--- config.mk ---
export PLATFORM = sky130hd
export DESIGN_NAME = lane_pop_scheduler_flat
export DESIGN_NICKNAME = d
export VERILOG_FILES = /design/src/rtl/router_pkg.sv /design/src/rtl/lane_pop_scheduler_if.sv /design/src/rtl/lane_pop_scheduler_rr_arbiter.sv /design/src/rtl/lane_pop_scheduler.sv /design/src/flat_wrapper.sv
export SDC_FILE = /design/constraint.sdc
export NUM_CORES = 1
export LEC_CHECK = 0
export CORE_MARGIN = 8
export CORE_UTILIZATION = 55
export DETAILED_ROUTE_END_ITERATION = 10
export GPL_TIMING_DRIVEN = 0
export PLACE_DENSITY = 0.91
export SLEW_MARGIN = 20
export SYNTH_ARGS = -nofsm -noshare
export SYNTH_HDL_FRONTEND = slang
export SYNTH_SLANG_ARGS = --single-unit
--- constraint.sdc ---
create_clock -name i_clk -period 5.5 [get_ports i_clk]
set_input_delay 1.1 -clock i_clk [delete_from_list [all_inputs] [get_ports i_clk]]
set_output_delay 1.1 -clock i_clk [all_outputs]
set_load 0.005 [all_outputs]
--- src/rtl/router_pkg.sv ---
// Shared types and sizing helpers for the lane pop scheduler.
package router_pkg;

  localparam int unsigned NumLanes = 2;

  typedef logic [$clog2(NumLanes)-1:0] lane_t;

  // Enumerators are prefixed so they cannot collide with the BURST parameter.
  typedef enum logic [0:0] {
    StIdle,
    StBurst
  } sched_state_t;

  function automatic int unsigned credit_w(input int unsigned credits);
    return $clog2(credits + 1);
  endfunction

  function automatic int unsigned lane_w(input int unsigned lanes);
    return (lanes > 1) ? $clog2(lanes) : 1;
  endfunction

endpackage

--- src/rtl/lane_pop_scheduler_if.sv ---
// FIFO-side handshake between the scheduler (master) and the multilane FIFO / link (slave).
interface lane_pop_scheduler_if
  import router_pkg::*;
#(
  parameter int unsigned LANES = 2
);

  localparam int unsigned LaneW = lane_w(LANES);

  logic [LANES-1:0] empty;
  logic [LANES-1:0] credit_return;
  logic             pop;
  logic [LaneW-1:0] pop_lane;

  modport master (
    input  empty,
    input  credit_return,
    output pop,
    output pop_lane
  );

  modport slave (
    output empty,
    output credit_return,
    input  pop,
    input  pop_lane
  );

endinterface

--- src/rtl/lane_pop_scheduler_rr_arbiter.sv ---
// Combinational round-robin picker: first requester at or after i_ptr, wrapping mod LANES.
module rr_arbiter
  import router_pkg::*;
#(
  parameter int unsigned  LANES = 2,
  localparam int unsigned LaneW = lane_w(LANES)
) (
  input  logic [LANES-1:0] i_req,
  input  logic [LaneW-1:0] i_ptr,
  output logic [LANES-1:0] o_gnt,
  output logic [LaneW-1:0] o_gnt_idx,
  output logic             o_any
);

  localparam int unsigned SumW = LaneW + 1;

  logic [SumW-1:0] w_sum;

  always_comb begin
    o_gnt     = '0;
    o_gnt_idx = '0;
    o_any     = 1'b0;
    w_sum     = '0;
    for (int unsigned i = 0; i < LANES; i++) begin
      w_sum = {1'b0, i_ptr} + SumW'(i);
      if (w_sum >= SumW'(LANES)) begin
        w_sum = w_sum - SumW'(LANES);
      end
      if (!o_any && i_req[w_sum[LaneW-1:0]]) begin
        o_any                    = 1'b1;
        o_gnt[w_sum[LaneW-1:0]]  = 1'b1;
        o_gnt_idx                = w_sum[LaneW-1:0];
      end
    end
  end

endmodule

--- src/rtl/lane_pop_scheduler.sv ---
// Drains a multilane FIFO onto one link: credit-gated round-robin with a bounded burst lock.
module lane_pop_scheduler
  import router_pkg::*;
#(
  parameter int unsigned  LANES   = 2,
  parameter int unsigned  CREDITS = 4,
  parameter int unsigned  BURST   = 2,
  localparam int unsigned LaneW   = lane_w(LANES)
) (
  input  logic                  i_clk,
  input  logic                  i_reset,
  input  logic                  i_enable,
  lane_pop_scheduler_if.master  bus,
  output logic                  o_locked,
  output logic                  o_credit_overflow
);

  localparam int unsigned CredW = credit_w(CREDITS);
  localparam int unsigned CntW  = credit_w(BURST);

  sched_state_t     r_state, w_state_nxt;
  logic [LaneW-1:0] r_cur_lane, w_cur_lane_nxt;
  logic [LaneW-1:0] r_rr_ptr, w_rr_ptr_nxt;
  logic [CntW-1:0]  r_burst_cnt, w_burst_cnt_nxt;
  logic [CredW-1:0] r_credit [LANES];
  logic             r_overflow;

  logic [LANES-1:0] w_eligible;
  logic [LANES-1:0] w_gnt;
  logic [LANES-1:0] w_pop_oh;
  logic [LaneW-1:0] w_gnt_idx;
  logic [LaneW-1:0] w_rel_ptr;
  logic [LaneW-1:0] w_arb_ptr;
  logic [LaneW-1:0] w_pop_lane;
  logic             w_any;
  logic             w_pop;

  function automatic logic [LaneW-1:0] inc_lane(input logic [LaneW-1:0] l);
    if (32'(l) == LANES - 1) begin
      return '0;
    end
    return l + 1'b1;
  endfunction

  always_comb begin
    for (int unsigned l = 0; l < LANES; l++) begin
      w_eligible[l] = ~bus.empty[l] & (r_credit[l] != '0);
    end
  end

  // A release in BURST re-arbitrates in the same cycle starting after the released lane.
  assign w_rel_ptr = inc_lane(r_cur_lane);
  assign w_arb_ptr = (r_state == StBurst) ? w_rel_ptr : r_rr_ptr;

  rr_arbiter #(
    .LANES (LANES)
  ) u_rr_arbiter (
    .i_req     (w_eligible),
    .i_ptr     (w_arb_ptr),
    .o_gnt     (w_gnt),
    .o_gnt_idx (w_gnt_idx),
    .o_any     (w_any)
  );

  always_comb begin
    w_state_nxt     = r_state;
    w_cur_lane_nxt  = r_cur_lane;
    w_rr_ptr_nxt    = r_rr_ptr;
    w_burst_cnt_nxt = r_burst_cnt;
    w_pop           = 1'b0;
    w_pop_lane      = '0;
    w_pop_oh        = '0;
    if (i_enable) begin
      if (r_state == StBurst && w_eligible[r_cur_lane]) begin
        w_pop                = 1'b1;
        w_pop_lane           = r_cur_lane;
        w_pop_oh[r_cur_lane] = 1'b1;
        if (32'(r_burst_cnt) + 1 >= BURST) begin
          w_state_nxt     = StIdle;
          w_burst_cnt_nxt = '0;
          w_rr_ptr_nxt    = w_rel_ptr;
        end else begin
          w_burst_cnt_nxt = r_burst_cnt + 1'b1;
        end
      end else begin
        if (r_state == StBurst) begin
          w_state_nxt     = StIdle;
          w_burst_cnt_nxt = '0;
          w_rr_ptr_nxt    = w_rel_ptr;
        end
        if (w_any) begin
          w_pop      = 1'b1;
          w_pop_lane = w_gnt_idx;
          w_pop_oh   = w_gnt;
          if (BURST > 1) begin
            w_state_nxt     = StBurst;
            w_cur_lane_nxt  = w_gnt_idx;
            w_burst_cnt_nxt = CntW'(1);
          end else begin
            w_rr_ptr_nxt = inc_lane(w_gnt_idx);
          end
        end
      end
    end
  end

  always_ff @(posedge i_clk or negedge i_reset) begin
    if (!i_reset) begin
      r_state     <= StIdle;
      r_cur_lane  <= '0;
      r_rr_ptr    <= '0;
      r_burst_cnt <= '0;
    end else begin
      r_state     <= w_state_nxt;
      r_cur_lane  <= w_cur_lane_nxt;
      r_rr_ptr    <= w_rr_ptr_nxt;
      r_burst_cnt <= w_burst_cnt_nxt;
    end
  end

  // Pop and return on the same lane cancel; a return at full credit is flagged, not counted.
  always_ff @(posedge i_clk or negedge i_reset) begin
    if (!i_reset) begin
      for (int unsigned l = 0; l < LANES; l++) begin
        r_credit[l] <= CredW'(CREDITS);
      end
      r_overflow <= 1'b0;
    end else begin
      for (int unsigned l = 0; l < LANES; l++) begin
        if (w_pop_oh[l] && !bus.credit_return[l]) begin
          r_credit[l] <= r_credit[l] - 1'b1;
        end else if (!w_pop_oh[l] && bus.credit_return[l]) begin
          if (r_credit[l] == CredW'(CREDITS)) begin
            r_overflow <= 1'b1;
          end else begin
            r_credit[l] <= r_credit[l] + 1'b1;
          end
        end
      end
    end
  end

  assign bus.pop           = w_pop & i_reset;
  assign bus.pop_lane      = i_reset ? w_pop_lane : '0;
  assign o_locked          = (r_state == StBurst);
  assign o_credit_overflow = r_overflow;

endmodule
--- src/flat_wrapper.sv ---
// flat-port wrapper written by rule: the top's interface ports become plain ports
module lane_pop_scheduler_flat import router_pkg::*;
#(
  parameter int unsigned  LANES   = 2,
  parameter int unsigned  CREDITS = 4,
  parameter int unsigned  BURST   = 2,
  localparam int unsigned LaneW   = lane_w(LANES)
)
  (i_clk, i_reset, i_enable, o_locked, o_credit_overflow, bus_empty, bus_credit_return, bus_pop, bus_pop_lane);
  lane_pop_scheduler_if #(.LANES(LANES)) bus_i ();
  input  logic i_clk;
  input  logic i_reset;
  input  logic i_enable;
  output logic o_locked;
  output logic o_credit_overflow;
  input wire logic [$bits(bus_i.empty)-1:0] bus_empty;
  input wire logic [$bits(bus_i.credit_return)-1:0] bus_credit_return;
  output wire logic [$bits(bus_i.pop)-1:0] bus_pop;
  output wire logic [$bits(bus_i.pop_lane)-1:0] bus_pop_lane;
  assign bus_i.empty = bus_empty;
  assign bus_i.credit_return = bus_credit_return;
  assign bus_pop = bus_i.pop;
  assign bus_pop_lane = bus_i.pop_lane;
  lane_pop_scheduler #(.LANES(LANES), .CREDITS(CREDITS), .BURST(BURST)) u_core (.i_clk(i_clk), .i_reset(i_reset), .i_enable(i_enable), .bus(bus_i), .o_locked(o_locked), .o_credit_overflow(o_credit_overflow));
endmodule
==> run metrics <==
outcome=complete, no violations; vias in the first global route=739; final layout net count=129; Layout Skew=0.005393 ns; Fin Setup TNS=0 ns; antenna violations before repair=0; hold_buf cts=0; largest net degree at the start of global routing=15; Levels on crit path=5; compound-cell area share of the yosys netlist=0.2433; Starting Density=0.5697; adder-cell share of the synthesized area=0.1373; Tmin final=3.934 ns; Syn Std Cell Area=~840 um2; total track usage=0.1432; # IOs=11; vias per cell=5.930; crit-path max FO=6; Die X=55.04 um; Rel. slew slack=0.6033; Worst path max stage delay=between 0.5 and 0.6 ns; GRT Residual Overflow=0; first-pass GRT wire length=approximately 3.2 mm; antenna-violating nets left=0; slowest CP cell=clkdlybuf4s50_1; CP Launch Type=input pin; Via Count=765; largest family of logic cells by synthesized area=compound AO/OA/AOI/OAI gates; Antenna diodes=0; GPL Wtd Cong=0.7865; simple-gate portion of the synthesized area=0.1746; worst hold-check path type=reg2reg; Skew-Pair Late Insertion Delay=0.27 ns; Netlist cell types=32; Mapped Cells=99; # port buffers=10; Worst path most repeated cell=clkdlybuf4s50_1; WP data required=between 4 and 5 ns; # Post-CTS Setup Buffers=0; Pre-antenna DRT Iters=4; Resize count post-CTS=0; Clock H-tree levels=1; worst setup path end=bus_pop_lane; Fmax achieved=between 200 and 300 MHz; max-slew violation count=0; DIE AREA=between 0.003 and 0.004 mm2; worst-path cell chain=clkdlybuf4s50_1 -> nor2_1 -> a21boi_0 -> and3_1 -> clkdlybuf4s50_1; Post-Synth XOR/XNOR Area=0; Buf+Inv Stages, Crit Path=2; Post-Route WL=1.837 mm; fraction of layout cells with a size suffix above 1=0.07080; Max Root-Sink Buffers=2; Mean Syn Cell Area=8.468 um2; DR WL/cell=14.24 um; Num CTS Buffers=3; Yosys reg bits=12; Core Area=0.001471 mm2; Max Cap Viol=0; r2r endpoint=u_core.r_credit[2]$_DFFE_PN1P_; 1st-iter DRT viols=18; Worst setup startpoint=bus_empty[1]; FF-to-FF path depth=10; Hold Vio Cnt, Final=0; Overall Power=467.1 uW; Syn Nets=114; Area Overhead vs Synth=18.66%; CTS clk-pin slew, worst paths=0.08 ns; Final HPWL DP=1.371 mm; Final period util=0.7153; die height=55.04 um; sequential fraction of the synthesis area=0.3612; CP Class=in2out; Pwr per Cell Area=469.6 mW/mm2; worst-margin pin slew=between 0.5 and 0.6 ns; P_leak=0.0004374 uW; CTS tree=done; clock sinks=12; Max VDD drop=between 200 and 250 uV; # DRC=0; synth warn=0; post-synthesis mux area share=0.01194; crit-path leading delay family=buffers and inverters; Rows=14; worst path arrival time=2.83 ns; R2R Setup Slk=~2.6 ns; RSZ-0062 raised after global routing=no; Root Buffer=clkbuf_4; Setup-failing EPs final=0; Worst R2R Start=u_core.r_credit[4]$_DFFE_PN0P_; critical path endpoint category=output port
==> how the worst min path moves through the flow <==
stage | slack [ns] | from | cells past startpoint | endpoint
4_1_cts | 0.51 | u_core.o_credit_overflow$_DFF_PN0_ | 2 | u_core.o_credit_overflow$_DFF_PN0_
2_1_floorplan | 0.46 | u_core.r_burst_cnt[1]$_DFFE_PN0P_ | 1 | u_core.r_burst_cnt[1]$_DFFE_PN0P_
6_report | 0.50 | u_core.o_credit_overflow$_DFF_PN0_ | 2 | u_core.o_credit_overflow$_DFF_PN0_
5_1_grt | 0.52 | u_core.o_credit_overflow$_DFF_PN0_ | 2 | u_core.o_credit_overflow$_DFF_PN0_
3_3_place_gp | 0.47 | u_core.o_credit_overflow$_DFF_PN0_ | 2 | u_core.o_credit_overflow$_DFF_PN0_
3_5_place_dp | 0.49 | u_core.o_credit_overflow$_DFF_PN0_ | 2 | u_core.o_credit_overflow$_DFF_PN0_
==> cells in the final DEF (no fill, tap or decap), drive strengths merged, types with 2 or more instances in the layout <==
| cell | instances |
|---|---|
| inv | 15 |
| a21oi | 11 |
| clkdlybuf4s50 | 10 |
| dfrtp | 10 |
| o21ai | 9 |
| nor2 | 8 |
| nand2 | 6 |
| ha | 6 |
| nor3 | 5 |
| clkbuf | 5 |
| nand2b | 3 |
| and3 | 2 |
| a31oi | 2 |
| o211ai | 2 |
| fa | 2 |
| dfstp | 2 |
==> cell usage after synthesis <==
master     number  area, um2
nand3_1         1      5.000
inv_2           1      3.750
clkbuf_1        1      3.750
nor2_1          8      30.03
dfstp_2         2      52.55
nand4_1         1      6.260
o211ai_1        2      15.01
inv_1          14      52.55
nor3b_1         1      7.510
a21oi_1        11      55.05
nand2b_1        3      18.77
o311a_1         1      10.01
a2bb2oi_1       1      8.760
nor3_1          4      20.02
o311ai_1        1      8.760
o21ai_0         9      45.04
ha_1            6      75.07
a31oi_1         2      12.51
o32a_1          1      10.01
nor3_2          1      10.01
nand2_1         6      22.52
o22ai_1         1      6.260
a221oi_1        1      8.760
and2_1          1      6.260
and3_1          2      12.51
or4_1           1      7.510
o2bb2ai_1       1      8.760
mux2i_1         1      10.01
a21boi_0        1      7.510
fa_1            2      40.04
o31ai_1         1      7.510
dfrtp_1        10      250.2
==> cell families after synthesis <==
family,Yosys count
AOI/OAI and AO/OA,33
and+or+nand+nor,29
buffers and inverters,16
DFF,12
adders and majority gates,8
muxes,1
==> report_power, final <==
group          total, uW  switching, uW  internal [uW]
logic                216            120           95.9
registers            180           48.1            132
clock network       71.2           31.0           40.2
==> flip-flops by register name, summed over array words and instances, names as in the netlist <==
signal / count
u_core.r_credit: 6
u_core.r_burst_cnt: 2
u_core.r_rr_ptr: 1
u_core.r_cur_lane: 1
u_core.o_credit_overflow: 1
u_core.o_locked: 1
==> through the flow <==
step	worst slack, ns	instances	utilization	cell area, um2	hold WS, ns
2_1_floorplan	2.521	99	-	838.3	0.4561
3_3_place_gp	1.653	125	0.6514	958.4	0.4694
3_5_place_dp	1.614	125	0.6514	958.4	0.4883
4_1_cts	1.541	129	0.6760	994.7	0.5067
5_1_grt	1.389	129	0.6760	994.7	0.5162
6_report	1.566	129	0.6760	994.7	0.5000
==> area by class of cell <==
class / count / area (um2)
repair buffers: 10 / 100.1
well taps: 16 / 20.02
fillers: 129 / 476.7
flip-flops and latches: 12 / 302.8
clock buffers: 4 / 36.28
inverters: 15 / 56.30
multi-input cells: 71 / 475.5
plain buffers: 1 / 3.754
==> routing by layer <==
metal / track usage / share of wire / wire (um)
met2: 0.2519 / 0.52 / 955
met4: 0.04400 / 0.0093 / 17
met1: 0.1711 / 0.41 / 749
met5: 0 / 0 / 0
met3: 0.02674 / 0.063 / 115
==> worst register-to-register path, delay by kind of cell, from the launching register on <==
family | cells | cell delay [ns]
simple gates | 4 | 1.17
compound gates | 3 | 0.53
buf+inv | 1 | 0.09
flops | 1 | 0.45
fa+ha+maj | 2 | 0.59
No activity file was read; power rests on OpenSTA's default activity.
==> patch 1 (config.mk and constraints unchanged) <==
Reset style: synchronous (`i_reset`), changed in 2 clocked blocks.
--- a/src/rtl/lane_pop_scheduler.sv
+++ b/src/rtl/lane_pop_scheduler.sv
@@ -106,3 +106,3 @@
 
-  always_ff @(posedge i_clk or negedge i_reset) begin
+  always_ff @(posedge i_clk) begin
     if (!i_reset) begin
@@ -121,3 +121,3 @@
   // Pop and return on the same lane cancel; a return at full credit is flagged, not counted.
-  always_ff @(posedge i_clk or negedge i_reset) begin
+  always_ff @(posedge i_clk) begin
     if (!i_reset) begin
Function: differs if i_reset is asserted again (counterexample within 4 cycles, from zero or initial values and one cycle with i_reset low); with i_reset held inactive, the same outputs for 4 cycles.
==> patch 1 against the unedited design <==
- worst setup slack better by 0.043 ns
- non-clock buffer count down 1
- wire length down 10%
- sequential cell count did not move
- area after synthesis fell by 3.4%
- utilization is 1.3 points lower
- register-to-register slack gained 0.49 ns
- cell area is 4.3% lower
- final cell count is 7.8% lower
- critical path type unchanged
- largest cell class unchanged
Power is not compared: it rests on default switching activity, and its combinational part moved more than twofold at a synthesized area within 25%.
==> patch 1: results (changes against the unedited design) <==
.. list-table::
   :header-rows: 1

   * - Metric
     - Value
   * - Leading cell types by count after synthesis
     - 10 x sky130_fd_sc_hd__inv_1, 8 x sky130_fd_sc_hd__a21oi_1, 8 x sky130_fd_sc_hd__nand2_1 (was 14 x sky130_fd_sc_hd__inv_1, 11 x sky130_fd_sc_hd__a21oi_1, 10 x sky130_fd_sc_hd__dfrtp_1)
   * - Inserted Diodes
     - 0 (unchanged)
   * - Least-Margin Pin Slew
     - 0.584 ns (was 0.593 ns)
   * - Share of final-layout standard cells stronger than drive strength 1
     - 0.0971 (was 0.0708)
   * - Result of the run
     - finished clean (unchanged)
   * - Area contributors post-synth
     - sky130_fd_sc_hd__edfxtp_1 22%, sky130_fd_sc_hd__dfxtp_1 15%, sky130_fd_sc_hd__ha_1 7.7% (was sky130_fd_sc_hd__dfrtp_1 30%, sky130_fd_sc_hd__ha_1 9.0%, sky130_fd_sc_hd__a21oi_1 6.6%)
   * - Net total in the final layout
     - 118 (was 129)
   * - Portion of netlist area occupied by mux cells
     - 0.0696 (was 0.0119)
   * - Vias in the first global route
     - 668 (was 739)
   * - Wire length of the first global-routing pass
     - 2.68 mm (was 3.22 mm)
   * - Worst slack after detailed placement
     - 1.63 ns (was 1.61 ns)
   * - Number of distinct library cell variants in the gate-level netlist after synthesis
     - 36 (was 32)
   * - Syn nets
     - 103 (was 114)
   * - Full die area
     - 0.00296 mm2 (was 0.00303 mm2)
   * - Crit-path max FO
     - 7 (was 6)
   * - Largest net degree at the start of global routing
     - 8 (was 15)
   * - Share of async-settable or async-resettable flops after synthesis
     - 0 (was 1.00)
   * - Synth Area in Compound Gates
     - 0.187 (was 0.243)
   * - Total length of routed wires
     - 1.65 mm (was 1.84 mm)
   * - Adder-cell area share of the yosys netlist
     - 0.102 (was 0.137)
   * - Total routing resource utilization after global routing
     - 0.123 (was 0.143)
   * - GPL Wtd Cong
     - 0.780 (was 0.787)
   * - Final HPWL DP
     - 1.29 mm (was 1.37 mm)
   * - Count of vias placed by the detailed router
     - 697 (was 765)
   * - Number of enable flip-flop cells after synthesis
     - 6 (was 0)
   * - Xor/xnor share of the synthesized area
     - 0.0216 (was 0)
   * - Initial detailed-routing violation count
     - 13 (was 18)
   * - Placed instance area
     - 930 um2 (was 958 um2)
==> patch 1: layout make-up <==
type / instances / area [um2]
fillers: 117 / 484
multi-input cells: 68 / 472
flip-flops and latches: 12 / 300
repair buffers: 10 / 100
inverters: 10 / 37.5
clock buffers: 3 / 22.5
well taps: 16 / 20.0
==> patch 1: worst paths after layout <==
path                                            start                    end  slack (ns)  cells past startpoint
worst max-delay path                         i_enable           bus_pop_lane        1.61                      5
worst min-delay path            u_core.r_burst_cnt[0]  u_core.r_burst_cnt[0]        0.45                      2
worst max register to register  u_core.r_credit[1][0]  u_core.r_credit[0][2]        3.08                      9
worst min register to register  u_core.r_burst_cnt[0]  u_core.r_burst_cnt[0]        0.45                      2
==> patch 1: per-layer routing <==
layer  global-route usage  up-vias  part of all wire
met2                0.214       17              0.48
met1                0.129      323              0.45
met4               0.0779        0             0.019
met5                    0        -                 0
li1                     -      352                 -
met3               0.0299        5             0.052
==> patch 1: metrics by stage <==
step | power [mW] | std cells
global route | 0.302 | 119
floorplan | 0.200 | 90
finish | 0.284 | 119
CTS | 0.285 | 119
detailed placement | 0.231 | 116
global placement | 0.224 | 116
==> patch 1: logic make-up (layout without fill, tap and decap cells) <==
kind of cell / count (synthesis) / count (layout)
adder cells (fa/ha/maj): 6 / 6
XOR/XNOR: 2 / 2
AO/OA/AOI/OAI: 23 / 23
flip-flops: 12 / 12
AND/OR/NAND/NOR: 32 / 32
multiplexers: 5 / 5
buffers and inverters: 10 / 23
==> patch 1: worst max-delay path, cell delays in order <==
cell and delay [ns]:
sky130_fd_sc_hd__clkdlybuf4s50_1 0.61, sky130_fd_sc_hd__nand3_1 0.16, sky130_fd_sc_hd__or2_2 0.32, sky130_fd_sc_hd__nor2_1 0.10
sky130_fd_sc_hd__clkdlybuf4s50_1 0.51
==> patch 1: power by group <==
part / internal [mW] / leakage, nW / switching [mW]
Combinational: 0.0490 / 0.255 / 0.0528
Clock: 0.0253 / 0.0138 / 0.0297
Sequential: 0.113 / 0.109 / 0.0141
==> patch 2 (config.mk and constraints unchanged) <==
Without the edit above. `LANES` is set to 2 in 4 places; all go to 8.
--- a/src/rtl/lane_pop_scheduler_if.sv
+++ b/src/rtl/lane_pop_scheduler_if.sv
@@ -4,3 +4,3 @@
 #(
-  parameter int unsigned LANES = 2
+  parameter int unsigned LANES = 8
 );
--- a/src/rtl/lane_pop_scheduler_rr_arbiter.sv
+++ b/src/rtl/lane_pop_scheduler_rr_arbiter.sv
@@ -4,3 +4,3 @@
 #(
-  parameter int unsigned  LANES = 2,
+  parameter int unsigned  LANES = 8,
   localparam int unsigned LaneW = lane_w(LANES)
--- a/src/rtl/lane_pop_scheduler.sv
+++ b/src/rtl/lane_pop_scheduler.sv
@@ -4,3 +4,3 @@
 #(
-  parameter int unsigned  LANES   = 2,
+  parameter int unsigned  LANES   = 8,
   parameter int unsigned  CREDITS = 4,
--- a/src/flat_wrapper.sv
+++ b/src/flat_wrapper.sv
@@ -3,3 +3,3 @@
 #(
-  parameter int unsigned  LANES   = 2,
+  parameter int unsigned  LANES   = 8,
   parameter int unsigned  CREDITS = 4,
Interface: changed (resized bus_credit_return, bus_empty and bus_pop_lane); port bits go from 11 to 25. No check against the original RTL was run, so the function may have changed too.
==> patch 2 against the unedited design <==
- the flow now finishes with violations (setup timing)
- wire length rose to 8.2 times the old value
- register-to-register slack lost 2.6 ns
- cell area rose to 5.8 times the old value
- global-route usage grew 11 points
- area after synthesis grew to 5.3 times the old value
- final cell count rose to 5.6 times the old value
- worst setup slack lost 1.7 ns
- sequential cell count increased by 22
- first-iteration DRC count rose to 26 times the old value
- hold slack better by 0.015 ns
- largest cell class unchanged
Power is left out: the tool's default activity adds up to more than one toggle a clock period on the data nets, which glitch-free logic cannot reach.
==> patch 2: results (changes against the unedited design) <==
.. list-table::
   :header-rows: 1

   * - Metric
     - Value
   * - Startpoint type of the worst setup path
     - register (was primary input)
   * - # clock sinks
     - 34 (was 12)
   * - Adder-cell area share of the yosys netlist
     - 0.109 (was 0.137)
   * - Non-clock buffer count in the final layout
     - 84 (was 11)
   * - GPL Wtd Cong
     - 0.987 (was 0.787)
   * - Share of the core filled with cells in the final layout
     - 0.712 (was 0.676)
   * - Clock input transition at the sequential cells of the worst setup and hold paths
     - 0.06 ns (was 0.08 ns)
   * - Largest stage delay, worst path
     - 0.55 ns (was 0.52 ns)
   * - Area contributors post-synth
     - sky130_fd_sc_hd__dfrtp_1 15%, sky130_fd_sc_hd__ha_1 7.3%, sky130_fd_sc_hd__mux4_2 6.1% (was sky130_fd_sc_hd__dfrtp_1 30%, sky130_fd_sc_hd__ha_1 9.0%, sky130_fd_sc_hd__a21oi_1 6.6%)
   * - Non-clock buffering overhead
     - 0.129 (was 0.104)
   * - Layout clock area frac
     - 0.0159 (was 0.0365)
   * - Inst Count DP
     - 671 (was 125)
   * - Synth Area in Compound Gates
     - 0.280 (was 0.243)
   * - CTS resizes
     - 59 (was 0)
   * - Root Driver
     - sky130_fd_sc_hd__clkbuf_8 (was sky130_fd_sc_hd__clkbuf_4)
   * - Count of clock buffers in the final design
     - 7 (was 4)
   * - PnR worst setup slack
     - -0.125 ns (was 1.57 ns)
   * - Fillcell total
     - 590 (was 129)
   * - Final setup violation count
     - 3 (was 0)
   * - Initial detailed-routing violation count
     - 459 (was 18)
   * - Insertion delay to the later sink of the worst-skew pair
     - 0.29 ns (was 0.27 ns)
   * - Arrival @ worst endpoint
     - 4.52 ns (was 2.83 ns)
   * - Failing checks
     - setup timing
   * - Total Neg Setup Slack
     - -0.190 ns (was 0 ns)
   * - Largest net degree at the start of global routing
     - 24 (was 15)
   * - Result of the run
     - finished, violations left (was finished clean)
   * - Setup skew after layout
     - 0.00686 ns (was 0.00539 ns)
   * - Leading cell types by count after synthesis
     - 52 x sky130_fd_sc_hd__inv_1, 43 x sky130_fd_sc_hd__nor2_1, 39 x sky130_fd_sc_hd__nand2_1 (was 14 x sky130_fd_sc_hd__inv_1, 11 x sky130_fd_sc_hd__a21oi_1, 10 x sky130_fd_sc_hd__dfrtp_1)
   * - Worst flop-to-flop path startpoint
     - u_core.r_cur_lane[1] (was u_core.r_credit[4])
   * - Final HPWL DP
     - 10.4 mm (was 1.37 mm)
patch 2: cell count changes after synthesis, moves of 11 or more:
cell | unedited run | this run
sky130_fd_sc_hd__inv_1 | 14 | 52
sky130_fd_sc_hd__nor2_1 | 8 | 43
sky130_fd_sc_hd__nand2_1 | 6 | 39
sky130_fd_sc_hd__nor3_1 | 4 | 33
sky130_fd_sc_hd__o21ai_0 | 9 | 35
sky130_fd_sc_hd__a21oi_1 | 11 | 31
sky130_fd_sc_hd__ha_1 | 6 | 26
sky130_fd_sc_hd__dfrtp_1 | 10 | 26
sky130_fd_sc_hd__nand3_1 | 1 | 16
sky130_fd_sc_hd__o211ai_1 | 2 | 16
sky130_fd_sc_hd__mux4_2 | 0 | 12
sky130_fd_sc_hd__mux2i_1 | 1 | 12
patch 2: layer usage:
layer	part of all wire	global-route usage
met1	0.38	0.311
met2	0.49	0.428
met3	0.078	0.0369
met4	0.059	0.146
met5	0	0
